==> src/rtl/sipo_rx.sv <==
// sipo_rx: LSB-first serial-to-parallel receiver with a held output word,
// consumer acknowledge, frame resync and a sticky overrun flag.
module sipo_rx #(
  parameter int WIDTH = 4
) (
  input  logic             clk,
  input  logic             rst,
  input  logic             s_in,
  input  logic             s_en,
  input  logic             sync,
  input  logic             p_ack,
  input  logic             ovf_clr,
  output logic [WIDTH-1:0] p_out,
  output logic             p_valid,
  output logic             busy,
  output logic             ovf
);

  localparam int CW = (WIDTH > 1) ? $clog2(WIDTH) : 1;
  localparam logic [CW-1:0] CNT_LAST = CW'(WIDTH - 1);
  localparam logic [CW-1:0] CNT_ONE  = CW'(1);

  typedef enum logic {RX_IDLE = 1'b0, RX_SHIFT = 1'b1} rx_state_e;

  rx_state_e        st_q, st_d;
  logic [WIDTH-1:0] sr_q, sr_d;
  logic [CW-1:0]    cnt_q, cnt_d;
  logic [WIDTH-1:0] pout_q, pout_d;
  logic             pvalid_q, pvalid_d;
  logic             ovf_q, ovf_d;
  logic             word_done;
  logic             ovf_set;

  // Bit 0 of the shift register is the bit falling off the end on each shift;
  // it is never part of a completed word.
  logic unused_sr0;
  assign unused_sr0 = sr_q[0];

  // State register; reset discards partial and held words.
  always_ff @(posedge clk) begin
    if (rst) begin
      st_q     <= RX_IDLE;
      sr_q     <= '0;
      cnt_q    <= '0;
      pout_q   <= '0;
      pvalid_q <= 1'b0;
      ovf_q    <= 1'b0;
    end else begin
      st_q     <= st_d;
      sr_q     <= sr_d;
      cnt_q    <= cnt_d;
      pout_q   <= pout_d;
      pvalid_q <= pvalid_d;
      ovf_q    <= ovf_d;
    end
  end

  // Next-state: shift/count, word completion, handshake and overrun.
  always_comb begin
    st_d      = st_q;
    sr_d      = sr_q;
    cnt_d     = cnt_q;
    pout_d    = pout_q;
    pvalid_d  = pvalid_q;
    ovf_d     = ovf_q;
    word_done = 1'b0;
    ovf_set   = 1'b0;

    if (s_en) begin
      sr_d = {s_in, sr_q[WIDTH-1:1]};
      if (sync) begin
        // Restart: this bit becomes bit 0 of a fresh word.
        cnt_d = CNT_ONE;
        st_d  = RX_SHIFT;
      end else if (st_q == RX_IDLE) begin
        cnt_d = CNT_ONE;
        st_d  = RX_SHIFT;
      end else if (cnt_q == CNT_LAST) begin
        word_done = 1'b1;
        cnt_d     = '0;
        st_d      = RX_IDLE;
      end else begin
        cnt_d = cnt_q + CNT_ONE;
      end
    end else if (sync) begin
      cnt_d = '0;
      st_d  = RX_IDLE;
    end

    if (word_done) begin
      pout_d   = {s_in, sr_q[WIDTH-1:1]};
      pvalid_d = 1'b1;
      ovf_set  = pvalid_q && !p_ack;
    end else if (p_ack && pvalid_q) begin
      pvalid_d = 1'b0;
    end

    // A new overrun wins over a simultaneous clear.
    if (ovf_set)      ovf_d = 1'b1;
    else if (ovf_clr) ovf_d = 1'b0;
  end

  assign p_out   = pout_q;
  assign p_valid = pvalid_q;
  assign busy    = (cnt_q != '0);
  assign ovf     = ovf_q;

endmodule

==> config.mk <==
export PLATFORM = sky130hd
export DESIGN_NAME = sipo_rx
export DESIGN_NICKNAME = d
export VERILOG_FILES = /design/src/rtl/sipo_rx.sv
export SDC_FILE = /design/constraint.sdc
export NUM_CORES = 1
export LEC_CHECK = 0
export CAP_MARGIN = 20
export CORE_AREA = 2 2 39 41
export CTS_CLUSTER_SIZE = 14
export DETAILED_ROUTE_END_ITERATION = 7
export DIE_AREA = 0 0 41 43
export DONT_BUFFER_PORTS = 1
export PLACE_DENSITY = 0.56
export SYNTH_ARGS = -nofsm -noshare
export SYNTH_HDL_FRONTEND = slang
export SYNTH_SLANG_ARGS = --single-unit
==> constraint.sdc <==
create_clock -name clk -period 1.2 [get_ports clk]
set_input_delay 0.12 -clock clk [delete_from_list [all_inputs] [get_ports clk]]
set_output_delay 0.12 -clock clk [all_outputs]
set_load 0.05 [all_outputs]
==> metrics.md <==
| Metric | Value |
|---|---|
| Post-Synthesis Cell Area | `501.7 sq um` |
| Setup WS post-layout | `0.05043 ns` |
| First-pass GRT wire length | `1428 microns` |
| Worst-path fanout max | `4` |
| Slew headroom | `68.19%` |
| CP Capture Type | `register` |
| Syn nets | `57` |
| CP Class | `reg -> reg` |
| MaxCap Viol Count | `0` |
| Largest net degree at the start of global routing | `13` |
| Routed vias | `363` |
| Fin. Hold Viols | `0` |
| CTS tree | `built` |
| Leading area contributor after synthesis | `dfxtp_1` |
| FMAX | `869.9 MHz` |
| Placed cell areas | `571.8 sq um` |
| Root Buffer | `clkbuf_4` |
| Number of flops mapped to enable cells by yosys | `0` |
| CP cell instances | `ha_1 -> or2_1 -> a311oi_2` |
| Final setup fails | `0` |
| CTS buffer count | `3` |
| Avg WL per Cell | `11.25 microns` |
| HPWL after DPL | `603.7 microns` |
| Delay of the slowest critical-path stage | `0.33 ns` |
| Compound-Gate Fraction of Synth Area | `8.728%` |
| Fin util | `47.65%` |
| Crit path arrival time | `1.32 ns` |
| Slew at the pin with the worst max-slew slack | `0.4756 ns` |
| Req. time, crit path | `1.37 ns` |
| Initial Util | `36.26%` |
| Via density | `4.714` |
| CP max stage cell | `dfxtp_2` |
| Post-Syn Area per Cell | `10.45 sq um` |
| Worst Hold Class | `in -> reg` |
| Max-slew violation count | `0` |
| Multi-input gate area | `239.0 sq um` |
| Synth Area in Simple Gates | `18.20%` |
| Fillers | `130` |
| Mux contribution to synthesized area | `13.97%` |
| Remaining Overflow, GRT | `0` |
| Top post-synthesis cells by area | `dfxtp_1, mux2i_1, nor2_1` |
| Synth Instances | `48` |
| Period minus WS final | `1.150 ns` |
| Antenna violations before repair | `0` |
| Seq/Total Area, Yosys | `47.88%` |
| IO Pins | `14` |
| Post-synthesis to final-layout area growth | `31.42%` |
| DRT iter0 DRCs | `1` |
| Total GRT Usage | `12.41%` |
| Fraction of layout cells with a size suffix above 1 | `32.79%` |
| Final Skew | `0.001501 ns` |
| Cell Pwr Density | `1199 nW/um^2` |
| Status | `finished clean` |
| Final setup TNS | `0 ns` |
| Reg2reg path depth | `3` |
| Synth warn | `0` |
| Main combinational cell family by area after synthesis | `simple AND/OR/NAND/NOR gates` |
| H-tree Lvls | `1` |
| Nets | `71` |
| PortBufs | `0` |
| List of most frequent post-synthesis cells | `dfxtp_1, nor2_1, mux2i_1` |
| Fin area | `659.4 sq um` |
| RSZ-0062 raised after global routing | `false` |
| TritonRoute pass-1 iters | `3` |
| Static Leak | `0.0003179 uW` |
| CTS clk-pin slew, worst paths | `0.07 ns` |
| Die area | `1763 sq um` |
| Register area | `244.0 sq um` |
| Clock latency on the worst-skew pair | `0.26 ns` |
| Top_reg_cell synth | `dfxtp_1` |
| DRT Wirelength | `866 microns` |
| Die Width | `41 microns` |
| Clk buf depth | `2` |
| GP Congestion | `0.5694` |
| CP Launch Type | `register` |
| Ys async rst share | `0%` |
| Yosys cell types | `19` |
| Hold-critical path depth | `2` |
| Antenna diodes | `0` |
| Synth Area in Adders | `4.988%` |
| Core ar. | `1384 sq um` |
| Synth Area in XOR/XNOR | `0%` |
| Top-count cell post-synth | `dfxtp_1` |
| CTS sink count | `12` |
| Antenna viol nets, final | `0` |
| Tcrit/Tclk final | `95.80%` |
| Die Ht | `43 microns` |
| Register bit total from synthesis | `12` |
| DRC errors left | `0` |
| Cell Rows | `14` |
| Setup WS pre-CTS | `0.07728 ns` |
| Top cell type's share of synthesized area | `47.88%` |
| Worst VDD drop | `469.3 uV` |
| Vias in the first global route | `345` |
per-layer routing:
layer	share of wire (%)	track usage (%)	vias up	wire length, microns
met5	0	0	-	0
met4	1.6	10.00	0	14
met3	4.0	4.712	2	35
met2	46	16.88	6	400
met1	48	14.71	162	415
li1	-	-	193	-
worst max-delay path, delay by kind of cell, from the launching register on:
family	cells	cell delay [ns]
DFF	1	0.33
and+or+nand+nor	1	0.23
AOI/OAI and AO/OA	1	0.26
adders and majority gates	1	0.24
cell families (layout without fill, tap and decap cells):
kind of cell    after synthesis  after routing
compound gates                6              6
fa+ha+maj                     2              2
buf+inv                       6             19
flops                        12             12
mux                           7              7
simple gates                 15             15
area by class of cell:
| type | instances | share of cell area, % |
|---|---|---|
| clock buffer | 4 | 5.503 |
| inverter | 4 | 2.277 |
| multi-input combinational | 30 | 36.24 |
| sequential | 12 | 37.00 |
| tap | 16 | 3.036 |
| timing repair buffer | 11 | 15.94 |
registers in the layout, indices dropped and copies added, names as in the netlist:
name     cells
p_out        4
ovf          1
sr_q         3
cnt_q        2
st_q         1
p_valid      1
report_power, final:
part | internal, uW | switching [uW]
Clock | 184 | 126
Sequential | 407 | 7.15
Combinational | 34.6 | 31.5
Total | 626 | 165
timing repair:
item	4_1_cts	5_1_grt
setup buffers	0	0
resized for setup	3	2
hold buffers	4	0
setup endpoints to repair	1	2
endpoints found under the hold margin	12	0
stage by stage:
step | hold slack (ns) | power (uW) | std cells
2_1_floorplan | 0.1921 | 464.6 | 48
3_3_place_gp | 0.1949 | 466.9 | 69
3_5_place_dp | 0.1965 | 467.2 | 69
4_1_cts | 0.005642 | 803.7 | 77
5_1_grt | 0.02694 | 830.0 | 77
6_report | 0.01062 | 790.3 | 77
placed cells by master (no fill, tap or decap):
| cell type | n |
|---|---|
| clkbuf_4 | 3 |
| nand2b_1 | 1 |
| o21ai_0 | 1 |
| dfxtp_1 | 9 |
| ha_2 | 1 |
| nor2b_1 | 1 |
| nor2_1 | 8 |
| clkbuf_8 | 1 |
| dlygate4sd3_1 | 4 |
| nand3_1 | 1 |
| a311oi_2 | 1 |
| ha_1 | 1 |
| nand4b_4 | 1 |
| o31ai_2 | 1 |
| o21a_1 | 1 |
| buf_4 | 6 |
| or2_1 | 1 |
| or3b_2 | 1 |
| inv_1 | 3 |
| inv_2 | 1 |
| nor3_1 | 1 |
| dfxtp_2 | 3 |
| mux2i_1 | 7 |
| buf_12 | 1 |
| a21oi_1 | 2 |
worst paths after layout:
| kind | from | end | slack, ns |
|---|---|---|---|
| min reg2reg | sr_q[1] | sr_q[1] | 0.50 |
| min | s_in | sr_q[3] | 0.01 |
| max | cnt_q[0] | cnt_q[0] | 0.05 |
| max reg2reg | cnt_q[0] | cnt_q[0] | 0.05 |
Note: power is estimated with default switching activity, not from simulation.
